==> src/rtl/matrix_result_drain.sv <==
// matrix_result_drain
// Buffers completed result rows from the matrix multiply engine in a small row FIFO and
// serializes them element by element onto a valid/ready stream.
//
// Ports:
//   clk, reset     rising-edge clock, synchronous active-high reset
//   row_write      a result row is present this cycle
//   row_addr       row index from the engine
//   row_data       row elements (unpacked, SIZE_COUNT words)
//   row_last_col   index of the last element to emit for this row
//   row_full       FIFO holds DEPTH rows
//   overflow       sticky: a row arrived while full and was dropped
//   out_valid      stream element valid
//   out_ready      sink accepts the current element
//   out_data       element value
//   out_row        row address of the element
//   out_col        column index of the element
//   out_last       element is the last of its row
//   busy           FIFO non-empty
module matrix_result_drain #(
   parameter int unsigned SIZE_COUNT = 8,
   parameter int unsigned SIZE_WIDTH = $clog2(SIZE_COUNT),
   parameter int unsigned ADDR_WIDTH = 32,
   parameter int unsigned DATA_WIDTH = 16,
   parameter int unsigned DEPTH      = 4
) (
   input  logic                  clk,
   input  logic                  reset,
   input  logic                  row_write,
   input  logic [ADDR_WIDTH-1:0] row_addr,
   input  logic [DATA_WIDTH-1:0] row_data [SIZE_COUNT],
   input  logic [SIZE_WIDTH-1:0] row_last_col,
   output logic                  row_full,
   output logic                  overflow,
   output logic                  out_valid,
   input  logic                  out_ready,
   output logic [DATA_WIDTH-1:0] out_data,
   output logic [ADDR_WIDTH-1:0] out_row,
   output logic [SIZE_WIDTH-1:0] out_col,
   output logic                  out_last,
   output logic                  busy
);

   localparam int unsigned PTR_W = $clog2(DEPTH);
   localparam logic [PTR_W:0] FULL_COUNT = (PTR_W + 1)'(DEPTH);

   // Entry storage; not reset, validity is tracked by count alone.
   logic [ADDR_WIDTH-1:0] addr_mem [DEPTH];
   logic [DATA_WIDTH-1:0] data_mem [DEPTH][SIZE_COUNT];
   logic [SIZE_WIDTH-1:0] last_mem [DEPTH];

   logic [PTR_W:0]        count;
   logic [PTR_W-1:0]      wr_ptr;
   logic [PTR_W-1:0]      rd_ptr;
   logic [SIZE_WIDTH-1:0] col_idx;
   logic                  overflow_q;

   logic full;
   logic push;
   logic fire;
   logic pop;

   // Fullness uses the pre-edge count, so a same-cycle pop never frees a slot for a push.
   assign full = (count == FULL_COUNT);
   assign push = row_write && !full;
   assign fire = out_valid && out_ready;
   assign pop  = fire && out_last;

   // Outputs depend only on registered state.
   assign out_valid = (count != '0);
   assign busy      = out_valid;
   assign row_full  = full;
   assign overflow  = overflow_q;
   assign out_data  = data_mem[rd_ptr][col_idx];
   assign out_row   = addr_mem[rd_ptr];
   assign out_col   = col_idx;
   // Gated by out_valid so stale storage cannot raise out_last while empty.
   assign out_last  = out_valid && (col_idx == last_mem[rd_ptr]);

   always_ff @(posedge clk) begin
      if (push) begin
         addr_mem[wr_ptr] <= row_addr;
         data_mem[wr_ptr] <= row_data;
         last_mem[wr_ptr] <= row_last_col;
      end
   end

   always_ff @(posedge clk) begin
      if (reset) begin
         count      <= '0;
         wr_ptr     <= '0;
         rd_ptr     <= '0;
         col_idx    <= '0;
         overflow_q <= 1'b0;
      end else begin
         if (push) begin
            wr_ptr <= wr_ptr + PTR_W'(1);
         end
         if (row_write && full) begin
            overflow_q <= 1'b1;
         end
         if (pop) begin
            rd_ptr  <= rd_ptr + PTR_W'(1);
            col_idx <= '0;
         end else if (fire) begin
            col_idx <= col_idx + SIZE_WIDTH'(1);
         end
         if (push && !pop) begin
            count <= count + (PTR_W + 1)'(1);
         end else if (pop && !push) begin
            count <= count - (PTR_W + 1)'(1);
         end
      end
   end

endmodule

==> config.mk <==
export PLATFORM = sky130hd
export DESIGN_NAME = matrix_result_drain
export DESIGN_NICKNAME = d
export VERILOG_FILES = /design/src/rtl/matrix_result_drain.sv
export SDC_FILE = /design/constraint.sdc
export NUM_CORES = 1
export LEC_CHECK = 0
export CAP_MARGIN = 10
export CELL_PAD_IN_SITES_DETAIL_PLACEMENT = 2
export CELL_PAD_IN_SITES_GLOBAL_PLACEMENT = 2
export CORE_MARGIN = 2
export CORE_UTILIZATION = 54
export DETAILED_ROUTE_END_ITERATION = 8
export DONT_BUFFER_PORTS = 1
export PLACE_DENSITY_LB_ADDON = 0.1
export SLEW_MARGIN = 10
export SYNTH_ARGS = -nofsm -noshare
export SYNTH_HDL_FRONTEND = slang
export SYNTH_SLANG_ARGS = --single-unit
==> constraint.sdc <==
create_clock -name clk -period 16.3 [get_ports clk]
set_clock_uncertainty 0.1 [all_clocks]
set_input_delay 3.26 -clock clk [delete_from_list [all_inputs] [get_ports clk]]
set_output_delay 3.26 -clock clk [all_outputs]
set_load 0.01 [all_outputs]
==> qor.txt, run 1 <==
net count after synthesis -> 1,158
sequential share of the synthesized area -> 79.2%
chip width -> 219 um
average footprint of a synthesized cell -> 25.5 um^2
Top FF cell, synth -> edfxtp_1
Yosys top cell area share -> 78.1%
RD Place Congestion -> 0.723
stopping stage -> detailed placement (3_5_place_dp)
Err -> [ERROR DPL-0033] detailed placement checks failed during check placement.
Ys Warns -> 0
post-synth top area cell -> edfxtp_1
Rows -> 78
Async S/R FF share, synth -> 0%
Cell variety after synth -> 27
Post-synth EDFFs -> 652
status -> did not finish
DP HPWL -> 41.7 mm
die height -> 219 um
PortBufs -> 0
starting density of the core -> 55.0%
mapped cell area -> 25,100 um^2
Top Ports -> 223
#FFs+latches synth -> 665
top post-synthesis cells by area -> edfxtp_1 78%, mux4_2 18%, dfxtp_1 1.0%
Syn Inst Count -> 984
-- synthesized netlist by cell type (all sizes together), types with 4 or more instances --
cell type	number
o21ai	4
mux2	16
buf	33
and2	4
edfxtp	652
dfxtp	13
xnor2	4
clkbuf	17
nand2	5
inv	4
nor2	6
or3	4
mux4	195
ha	6
a21oi	8
-- cell families after synthesis --
| group | synth area share [%] |
|---|---|
| flip-flops | 79.2 |
| multiplexers | 18.3 |
| buffers and inverters | 1.12 |
| AND/OR/NAND/NOR | 0.564 |
| AO/OA/AOI/OAI | 0.240 |
| adder cells (fa/ha/maj) | 0.379 |
| XOR/XNOR | 0.210 |
-- per-stage QoR --
step,hold slack (ns),cell area [um^2],cells,setup WS (ns)
after global placement,0.364,25700,1548,7.99
after floorplan,0.362,25100,984,8.29
==> run 2: changes to the inputs <==
--- a/config.mk
+++ b/config.mk
@@ -6,13 +6,11 @@
 export NUM_CORES = 1
 export LEC_CHECK = 0
 export CAP_MARGIN = 10
-export CELL_PAD_IN_SITES_DETAIL_PLACEMENT = 2
-export CELL_PAD_IN_SITES_GLOBAL_PLACEMENT = 2
 export CORE_MARGIN = 2
-export CORE_UTILIZATION = 54
+export CORE_UTILIZATION = 40
 export DETAILED_ROUTE_END_ITERATION = 8
 export DONT_BUFFER_PORTS = 1
-export PLACE_DENSITY_LB_ADDON = 0.1
+export PLACE_DENSITY_LB_ADDON = 0.15
 export SLEW_MARGIN = 10
 export SYNTH_ARGS = -nofsm -noshare
 export SYNTH_HDL_FRONTEND = slang
==> run 2 against run 1 <==
The flow now finishes without violations. Synthesized cell count did not move. Synthesized area did not move.
==> qor.txt, run 2 <==
DR pass1 iterations -> 5
full die area -> 64,700 um^2
CTS sink count -> 665
Setup CP Type -> flip-flop to output port
sequential share of the synthesized area -> 79.2% (unchanged)
#FFs+latches synth -> 665 (unchanged)
final net count -> 1,196
Non-Filler Instances -> 1,909
first-pass GRT wire length -> 74.9 mm
Syn Inst Count -> 984 (unchanged)
most frequent cell after synthesis -> edfxtp_1
Largest register FFs -> 512
met1 WL -> 20.7 mm
Top Metal Used -> met4
WP data required -> 12.94 ns
DP HPWL -> 29.4 mm (-30%)
total track usage -> 16.2%
Pwr Total -> 4.22 mW
CP Buf/Inv Count -> 2
total CTS buffers -> 72
ANT cells -> 0
crit share post-route -> 48.9%
Post-route DRC -> 0
min-delay worst type -> flip-flop to flip-flop
share of post-route cells with drive strength above 1 -> 31.3%
vias -> 10,200
RD Place Congestion -> 0.676 (-6.6%)
PD cells -> 149 nW/um^2
mapped cell area -> 25,100 um^2 (unchanged)
Layout area overhead -> 13.0%
Cell variety after synth -> 27 (unchanged)
clock slew at reported path FFs -> 0.06 ns
CP Data Arrival Time -> 4.61 ns
Yosys top cell area share -> 78.1% (unchanged)
Max-Cap Viols -> 0
Synth top cells by count -> 652 x edfxtp_1, 195 x mux4_2, 17 x clkbuf_1
average footprint of a synthesized cell -> 25.5 um^2 (unchanged)
antenna violations before repair -> 1
cell repeated most along the worst path -> mux4_2
1st-iter DRT viols -> 706
Root Driver -> clkbuf_16
P_leak -> 8.51 nW
slowest cell delay on critical path -> 0.97 ns
Top FF cell, synth -> edfxtp_1
clock latency on the worst-skew pair -> 0.59 ns
Final Hold Viols -> 0
Post-DRT Antenna Nets -> 0
most frequent cells in the layout -> 652 x edfxtp_1, 195 x mux4_2, 74 x clkbuf_16
unrepaired setup endpoints after global routing -> false
Routed met3 length -> 4.52 mm
Resized Gates After CTS -> 0
crit path launch type -> flip-flop
WL/cell -> 26.8 um
status -> complete, no violations
CTS tree -> done
Top Ports -> 223 (unchanged)
GRT Residual Overflow -> 0
slowest CP cell -> dfxtp_4
CTS Buffer Depth -> 3
cell family with most CP delay -> multiplexers
Tightest Pin Transition -> 1.00 ns
post-synth top area cell -> edfxtp_1
H-tree Lvls -> 3
Reg with most FFs -> data_mem
FMAX -> 125 MHz
Post-synth EDFFs -> 652 (unchanged)
Core Box Area -> 61,800 um^2
biggest regs -> data_mem x512, addr_mem x128, last_mem x12
setup slack at placement -> 8.80 ns
vias in the first global route -> 11,100
Rel. slew slack -> 33.0%
starting density of the core -> 40.5% (-14 points)
minimum clock period -> 7.97 ns
post-CTS setup buffer count -> 0
final slew viol count -> 0
commonest non-fill, non-tap cell in the layout -> edfxtp_1
placed insts -> 1,785
chip width -> 254 um (+16%)
CP Capture Type -> output port
Ys Warns -> 0 (unchanged)
met2 WL post-DR -> 25.1 mm
final setup TNS -> 0 ns
Max rail drop VDD -> 0.106 mV
drt via density -> 5.34
hold slack -> 0.395 ns
net count after synthesis -> 1,158 (unchanged)
die height -> 254 um (+16%)
DRT Wirelength -> 51.2 mm
Async S/R FF share, synth -> 0% (unchanged)
# setup viols final -> 0
Post-CTS Hold Buffers -> 0
top post-synthesis cells by area -> edfxtp_1 78%, mux4_2 18%, dfxtp_1 1.0%
PortBufs -> 0 (unchanged)
Final WS setup -> 8.33 ns
CP max FO -> 86
largest net degree at the start of global routing -> 120
Rows -> 91 (+17%)
worst-path cell chain -> buf_12 -> buf_4 -> mux4_2 -> mux4_2 -> mux2_2
-- run 2: area by class of cell --
cell class	count	area, um^2
clock inverters	36	427
clock buffers	88	1900
repair buffers	14	130
multi-input cells	265	4950
flip-flops and latches	665	19900
fillers	5071	33500
well taps	837	1050
inverters	4	15.0
-- run 2: logic make-up after synthesis --
| kind of cell | count (synthesis) | share of synthesized area (%) |
|---|---|---|
| buffers and inverters | 54 | 1.12 |
| XOR/XNOR | 6 | 0.210 |
| AO/OA/AOI/OAI | 12 | 0.240 |
| AND/OR/NAND/NOR | 27 | 0.564 |
| flip-flops | 665 | 79.2 |
| adder cells (fa/ha/maj) | 7 | 0.379 |
| multiplexers | 213 | 18.3 |
-- run 2: where the power goes --
group          switching, mW  internal (mW)
logic                  0.276          0.195
clock network          0.636          0.973
registers             0.0487           2.09
-- run 2: path summary, 6_finish.rpt --
path,slack [ns],startpoint,cells after the start,endpoint
setup / recovery,8.33,flip-flop,5,out_data[4]
hold / removal,0.40,rd_ptr[1]$_SDFFE_PP0P_,2,flip-flop
setup reg to reg,12.20,count[0]$_SDFFE_PP0P_,5,data_mem[0][105]$_DFFE_PP_
hold reg to reg,0.40,rd_ptr[1]$_SDFFE_PP0P_,2,flip-flop
-- run 2: stage by stage --
stage / instance area [um^2] / util, %
floorplan: 25100 / -
global placement: 26000 / 42.0
detailed placement: 26000 / 42.0
CTS: 28300 / 45.8
global route: 28300 / 45.8
finish: 28300 / 45.8
-- run 2: worst min-delay path, stage by stage, from the launching register on --
cell	delay [ns]
dfxtp_1	0.31
o21ai_1	0.07
a21oi_1	0.08
-- run 2: layer usage --
layer  vias to the layer above  GRT usage (%)
met2                       266           26.1
met1                      5522           20.4
met5                         -              0
met3                        68           6.59
li1                       4345              -
met4                         0           4.27
(Power assumes the default switching activity.)
==> run 3: changes to the inputs <==
==> constraint.sdc (replaced) <==
create_clock -name clk -period 7.8 [get_ports clk]
set_clock_uncertainty 0.1 [all_clocks]
set_input_delay 1.56 -clock clk [delete_from_list [all_inputs] [get_ports clk]]
set_output_delay 1.56 -clock clk [all_outputs]
set_load 0.01 [all_outputs]
==> run 3 against run 2 <==
Non-clock buffer count increased by 1. Via count decreased by 1.0%. Setup slack got worse by 5.8 ns. Total power increased by 100%. Die area unchanged. Clock power increased by 96%. Global-route usage decreased by 0.15 points. Worst hold slack got worse by 0.0093 ns. Final cell count increased by 0.16%. Count of clock-buffer cells in the layout decreased by 1. Largest cell class unchanged.
==> qor.txt, run 3 (synthesis gave the netlist of run 2 again) <==
status -> complete, no violations
RD Place Congestion -> 0.682 (+0.95%)
final setup TNS -> 0 ns (unchanged)
cell repeated most along the worst path -> mux4_2
placed insts -> 1,786 (+0.056%)
commonest non-fill, non-tap cell in the layout -> edfxtp_1
Post-route DRC -> 0 (unchanged)
final slew viol count -> 0 (unchanged)
FMAX -> 190 MHz
Max rail drop VDD -> 0.180 mV (+69%)
DRT Wirelength -> 51.0 mm (-0.51%)
Final WS setup -> 2.53 ns (-5.79 ns)
WHS Path Cells -> 2 (unchanged)
post-CTS setup buffer count -> 0 (unchanged)
Post-DRT Antenna Nets -> 0 (unchanged)
Layout area overhead -> 12.5%
setup slack at placement -> 3.07 ns (-5.72 ns)
DP HPWL -> 28.3 mm (-3.8%)
share of post-route cells with drive strength above 1 -> 30.5% (-0.74 points)
GRT Residual Overflow -> 0 (unchanged)
P_leak -> 8.44 nW (-0.80%)
DR pass1 iterations -> 4 (-1)
drt via density -> 5.28 (-1.2%)
CP Data Arrival Time -> 3.61 ns (-1.00 ns)
min-delay worst type -> flip-flop to flip-flop
CTS sink count -> 665 (unchanged)
starting density of the core -> 40.5% (unchanged)
PD cells -> 305 nW/um^2 (+100%)
H-tree Lvls -> 3 (unchanged)
WP data required -> 6.14 ns (-6.80 ns)
chip width -> 254 um (unchanged)
Non-Filler Instances -> 1,912 (+0.16%)
largest net degree at the start of global routing -> 114 (-5.0%)
final net count -> 1,197 (+0.084%)
1st-iter DRT viols -> 618 (-12%)
number of fill cells in the layout -> 5,075 (+0.079%)
minimum clock period -> 5.27 ns
die height -> 254 um (unchanged)
Reg with most FFs -> data_mem
number of cells on the critical path -> 4 (-1)
Max-Cap Viols -> 0 (unchanged)
slowest cell delay on critical path -> 0.89 ns (-0.08 ns)
total CTS buffers -> 72 (unchanged)
Final Hold Viols -> 0 (unchanged)
clock slew at reported path FFs -> 0.06 ns (about the same)
vias in the first global route -> 11,000 (-0.96%)
Setup CP Type -> flip-flop to output port
Resized Gates After CTS -> 0 (unchanged)
worst-path cell chain -> buf_12 -> mux4_2 -> mux4_2 -> mux2_2
cell family with most CP delay -> multiplexers
CTS Buffer Depth -> 3 (unchanged)
first-pass GRT wire length -> 74.6 mm (-0.43%)
unrepaired setup endpoints after global routing -> false
antenna violations before repair -> 1 (unchanged)
Reg2Reg Depth -> 12 (+7)
Core Box Area -> 61,800 um^2 (unchanged)
CTS tree -> done
Rows -> 91 (unchanged)
Rel. slew slack -> 29.6% (-3.4 points)
clock latency on the worst-skew pair -> 0.60 ns (about the same)
Root Driver -> clkbuf_16
Largest register FFs -> 512 (unchanged)
CP max FO -> 113 (+31%)
# setup viols final -> 0 (unchanged)
ANT cells -> 0 (unchanged)
PortBufs -> 0 (unchanged)
biggest regs -> data_mem x512, addr_mem x128, last_mem x12
GRT busiest layer -> met2
met3 usage -> 6.90% (+0.31 points)
slowest CP cell -> dfxtp_4
global routing met1 resource utilization -> 19.8% (-0.66 points)
CP Capture Type -> output port
Tightest Pin Transition -> 1.06 ns (+0.0512 ns)
CP Buf/Inv Count -> 1 (-1)
M2 GR Usage -> 26.1% (about the same)
Top Ports -> 223 (unchanged)
full die area -> 64,700 um^2 (unchanged)
crit share post-route -> 67.5%
total track usage -> 16.1% (-0.15 points)
reg2reg setup slack -> 3.56 ns (-8.64 ns)
WL/cell -> 26.7 um (-0.66%)
crit path launch type -> flip-flop
most frequent cells in the layout -> 652 x edfxtp_1, 195 x mux4_2, 72 x clkbuf_16
vias -> 10,100 (-1.0%)
Post-CTS Hold Buffers -> 0 (unchanged)
==> run 3: report_power, final <==
| group | switching (mW) | internal (mW) |
|---|---|---|
| sequential | 0.132 | 4.36 |
| combinational | 0.548 | 0.414 |
| clock | 1.35 | 1.80 |
==> run 3: area by class of cell <==
class,instances,area (um^2),area share [%]
clock buffers,87,1860,6.59
clock inverters,39,307,1.09
inverters,4,15.0,0.0532
multi-input cells,265,4950,17.6
flip-flops and latches,665,19900,70.4
well taps,837,1050,3.71
repair buffers,15,175,0.621
==> run 3: routing by layer <==
| metal | part of all wire (%) | wire length (um) |
|---|---|---|
| met5 | 0 | 0 |
| met4 | 2.0 | 998 |
| met3 | 9.2 | 4710 |
| met2 | 50 | 25300 |
| met1 | 39 | 20000 |
==> run 3: path summary, 6_finish.rpt <==
kind / startpoint / end
min: rd_ptr[1]$_SDFFE_PP0P_ / flip-flop
max reg2reg: flip-flop / count[2]$_SDFFE_PP0P_
max: flip-flop / out_data[11]
min reg2reg: rd_ptr[1]$_SDFFE_PP0P_ / flip-flop
==> run 3: tightest hold or removal path: stages, from the launching register on <==
cell     delay (ns)
dfxtp_1        0.31
o21ai_1        0.07
a21oi_1        0.08
==> run 3: stage by stage <==
stage | instance area (um^2) | power (mW) | hold slack, ns | util, %
4_1_cts | 28200 | 8.75 | 0.392 | 45.6
3_3_place_gp | 26000 | 5.57 | 0.364 | 42.1
6_report | 28200 | 8.60 | 0.386 | 45.6
5_1_grt | 28200 | 8.95 | 0.416 | 45.6
3_5_place_dp | 26000 | 5.58 | 0.377 | 42.1
2_1_floorplan | 25100 | 5.27 | 0.362 | -
==> run 4: changes to the inputs <==
==> constraint.sdc (replaced) <==
create_clock -name clk -period 4.57 [get_ports clk]
set_clock_uncertainty 0.1 [all_clocks]
set_input_delay 0.914 -clock clk [delete_from_list [all_inputs] [get_ports clk]]
set_output_delay 0.914 -clock clk [all_outputs]
set_load 0.01 [all_outputs]
==> run 4 against run 3 <==
Worst hold slack got worse by 0.11 ns. Wire length rose by 3.2%. Non-clock buffer count rose by 22. Utilization rose by 0.81 points. Sequential share of layout area fell by 1.2 points. Clock power rose by 83%. Total power rose by 76%. Register-to-register slack got worse by 2.6 ns. Via count rose by 2.5%.
==> qor.txt, run 4 (synthesis gave the netlist of run 2 again) <==
Root Driver -> clkbuf_16
Comb power frac -> 11.3% (about the same)
Final Hold Viols -> 0 (unchanged)
first-pass GRT wire length -> 77.6 mm (+4.0%)
DRT Wirelength -> 52.6 mm (+3.2%)
total CTS buffers -> 74 (+2.8%)
vias in the first global route -> 11,400 (+4.1%)
Max-Cap Viols -> 0 (unchanged)
Rows -> 91 (unchanged)
most frequent cells in the layout -> 652 x edfxtp_1, 195 x mux4_2, 76 x clkbuf_16
clock slew at reported path FFs -> 0.05 ns (about the same)
Top Ports -> 223 (unchanged)
final slew viol count -> 0 (unchanged)
full die area -> 64,700 um^2 (unchanged)
Post-CTS Hold Buffers -> 0 (unchanged)
Max rail drop VDD -> 0.339 mV (+89%)
Core Box Area -> 61,800 um^2 (unchanged)
WP data required -> 3.56 ns (-2.58 ns)
biggest regs -> data_mem x512, addr_mem x128, last_mem x12
drt via density -> 5.32 (+0.79%)
die height -> 254 um (unchanged)
min-delay worst type -> input port to flip-flop
FMAX -> 245 MHz
minimum clock period -> 4.08 ns
Setup CP Type -> flip-flop to output port
commonest non-fill, non-tap cell in the layout -> edfxtp_1
final net count -> 1,221 (+2.0%)
post-CTS setup buffer count -> 0 (unchanged)
CTS sink count -> 665 (unchanged)
H-tree Lvls -> 3 (unchanged)
Finished Core Util -> 46.4% (+0.81 points)
sw power -> 3.53 mW (+74%)
unrepaired setup endpoints after global routing -> false
Largest register FFs -> 512 (unchanged)
crit share post-route -> 89.2%
Tightest Pin Transition -> 0.967 ns (-0.0886 ns)
Clk pwr share -> 38.1% (+1.5 points)
CTS tree -> done
clock latency on the worst-skew pair -> 0.59 ns (about the same)
WL/cell -> 27.0 um (+1.5%)
PD cells -> 527 nW/um^2 (+73%)
Layout area overhead -> 14.5%
CP Data Arrival Time -> 3.06 ns (-0.55 ns)
Reg power frac -> 50.6% (-1.6 points)
Reg with most FFs -> data_mem
PortBufs -> 0 (unchanged)
CP Capture Type -> output port
CP max FO -> 22 (-81%)
Post-DRT Antenna Nets -> 0 (unchanged)
cell-internal power -> 11.6 mW (+77%)
chip width -> 254 um (unchanged)
total track usage -> 16.7% (+0.66 points)
GRT Residual Overflow -> 0 (unchanged)
share of post-route cells with drive strength above 1 -> 32.3% (+1.8 points)
Post-route DRC -> 0 (unchanged)
1st-iter DRT viols -> 775 (+25%)
status -> complete, no violations
# setup viols final -> 0 (unchanged)
antenna violations before repair -> 0 (-1)
P_leak -> 8.67 nW (+2.7%)
RD Place Congestion -> 0.699 (+2.4%)
CTS Buffer Depth -> 3 (unchanged)
DR pass1 iterations -> 4 (unchanged)
crit path launch type -> flip-flop
DP HPWL -> 32.0 mm (+13%)
Sw Share -> 23.3% (-0.28 points)
final setup TNS -> 0 ns (unchanged)
largest net degree at the start of global routing -> 70 (-39%)
vias -> 10,300 (+2.5%)
Rel. slew slack -> 35.5% (+5.9 points)
starting density of the core -> 40.5% (unchanged)
Resized Gates After CTS -> 0 (unchanged)
[run 4: power groups by stage]
| stage | Sequential (mW) | Clock (mW) | Combinational [mW] |
|---|---|---|---|
| floorplan | 7.69 | 0 | 1.24 |
| global placement | 7.78 | 0 | 1.78 |
| detailed placement | 7.81 | 0 | 1.78 |
| CTS | 7.68 | 5.92 | 1.78 |
| global route | 7.73 | 6.16 | 1.86 |
| finish | 7.66 | 5.76 | 1.71 |
[run 4: layout make-up]
type / count / area (um^2)
fill: 5039 / 33100
sequential: 665 / 19900
multi-input combinational: 265 / 4950
clock buffer: 98 / 1990
tap: 837 / 1050
timing repair buffer: 37 / 478
clock inverter: 37 / 365
inverter: 4 / 15.0
antenna: 1 / 2.50
[run 4: per-stage QoR]
step / power (mW) / instances / hold slack, ns / cell area (um^2) / setup WS (ns)
2_1_floorplan: 8.94 / 984 / 0.362 / 25100 / 0.720
3_3_place_gp: 9.56 / 1808 / 0.375 / 26300 / 0.961
3_5_place_dp: 9.58 / 1808 / 0.379 / 26300 / 0.987
4_1_cts: 15.4 / 1943 / 0.233 / 28700 / 0.370
5_1_grt: 15.8 / 1943 / 0.236 / 28700 / 0.269
6_report: 15.1 / 1944 / 0.276 / 28700 / 0.493
[run 4: metal layers]
| metal | routed length, um | up-vias | track usage, % |
|---|---|---|---|
| met5 | 0 | - | 0 |
| met4 | 1120 | 0 | 4.74 |
| met3 | 4620 | 81 | 6.62 |
| met2 | 26100 | 284 | 27.3 |
| met1 | 20700 | 5585 | 20.7 |
| li1 | - | 4395 | - |
[run 4: worst max-delay path, stage by stage (launching register included)]
cell	delay, ns
dfxtp_4	0.59
buf_4	0.47
mux4_2	0.56
mux4_2	0.49
mux2_2	0.34
[run 4: path summary, 6_finish.rpt]
kind                                                end  cells past startpoint  slack, ns              startpoint
worst min register to register                flip-flop                      2       0.39  rd_ptr[1]$_SDFFE_PP0P_
worst max register to register    count[2]$_SDFFE_PP0P_                     12       1.00               flip-flop
worst max-delay path                       out_data[10]                      4       0.49               flip-flop
worst min-delay path            out_col[0]$_SDFFE_PP0P_                      1       0.28                   reset
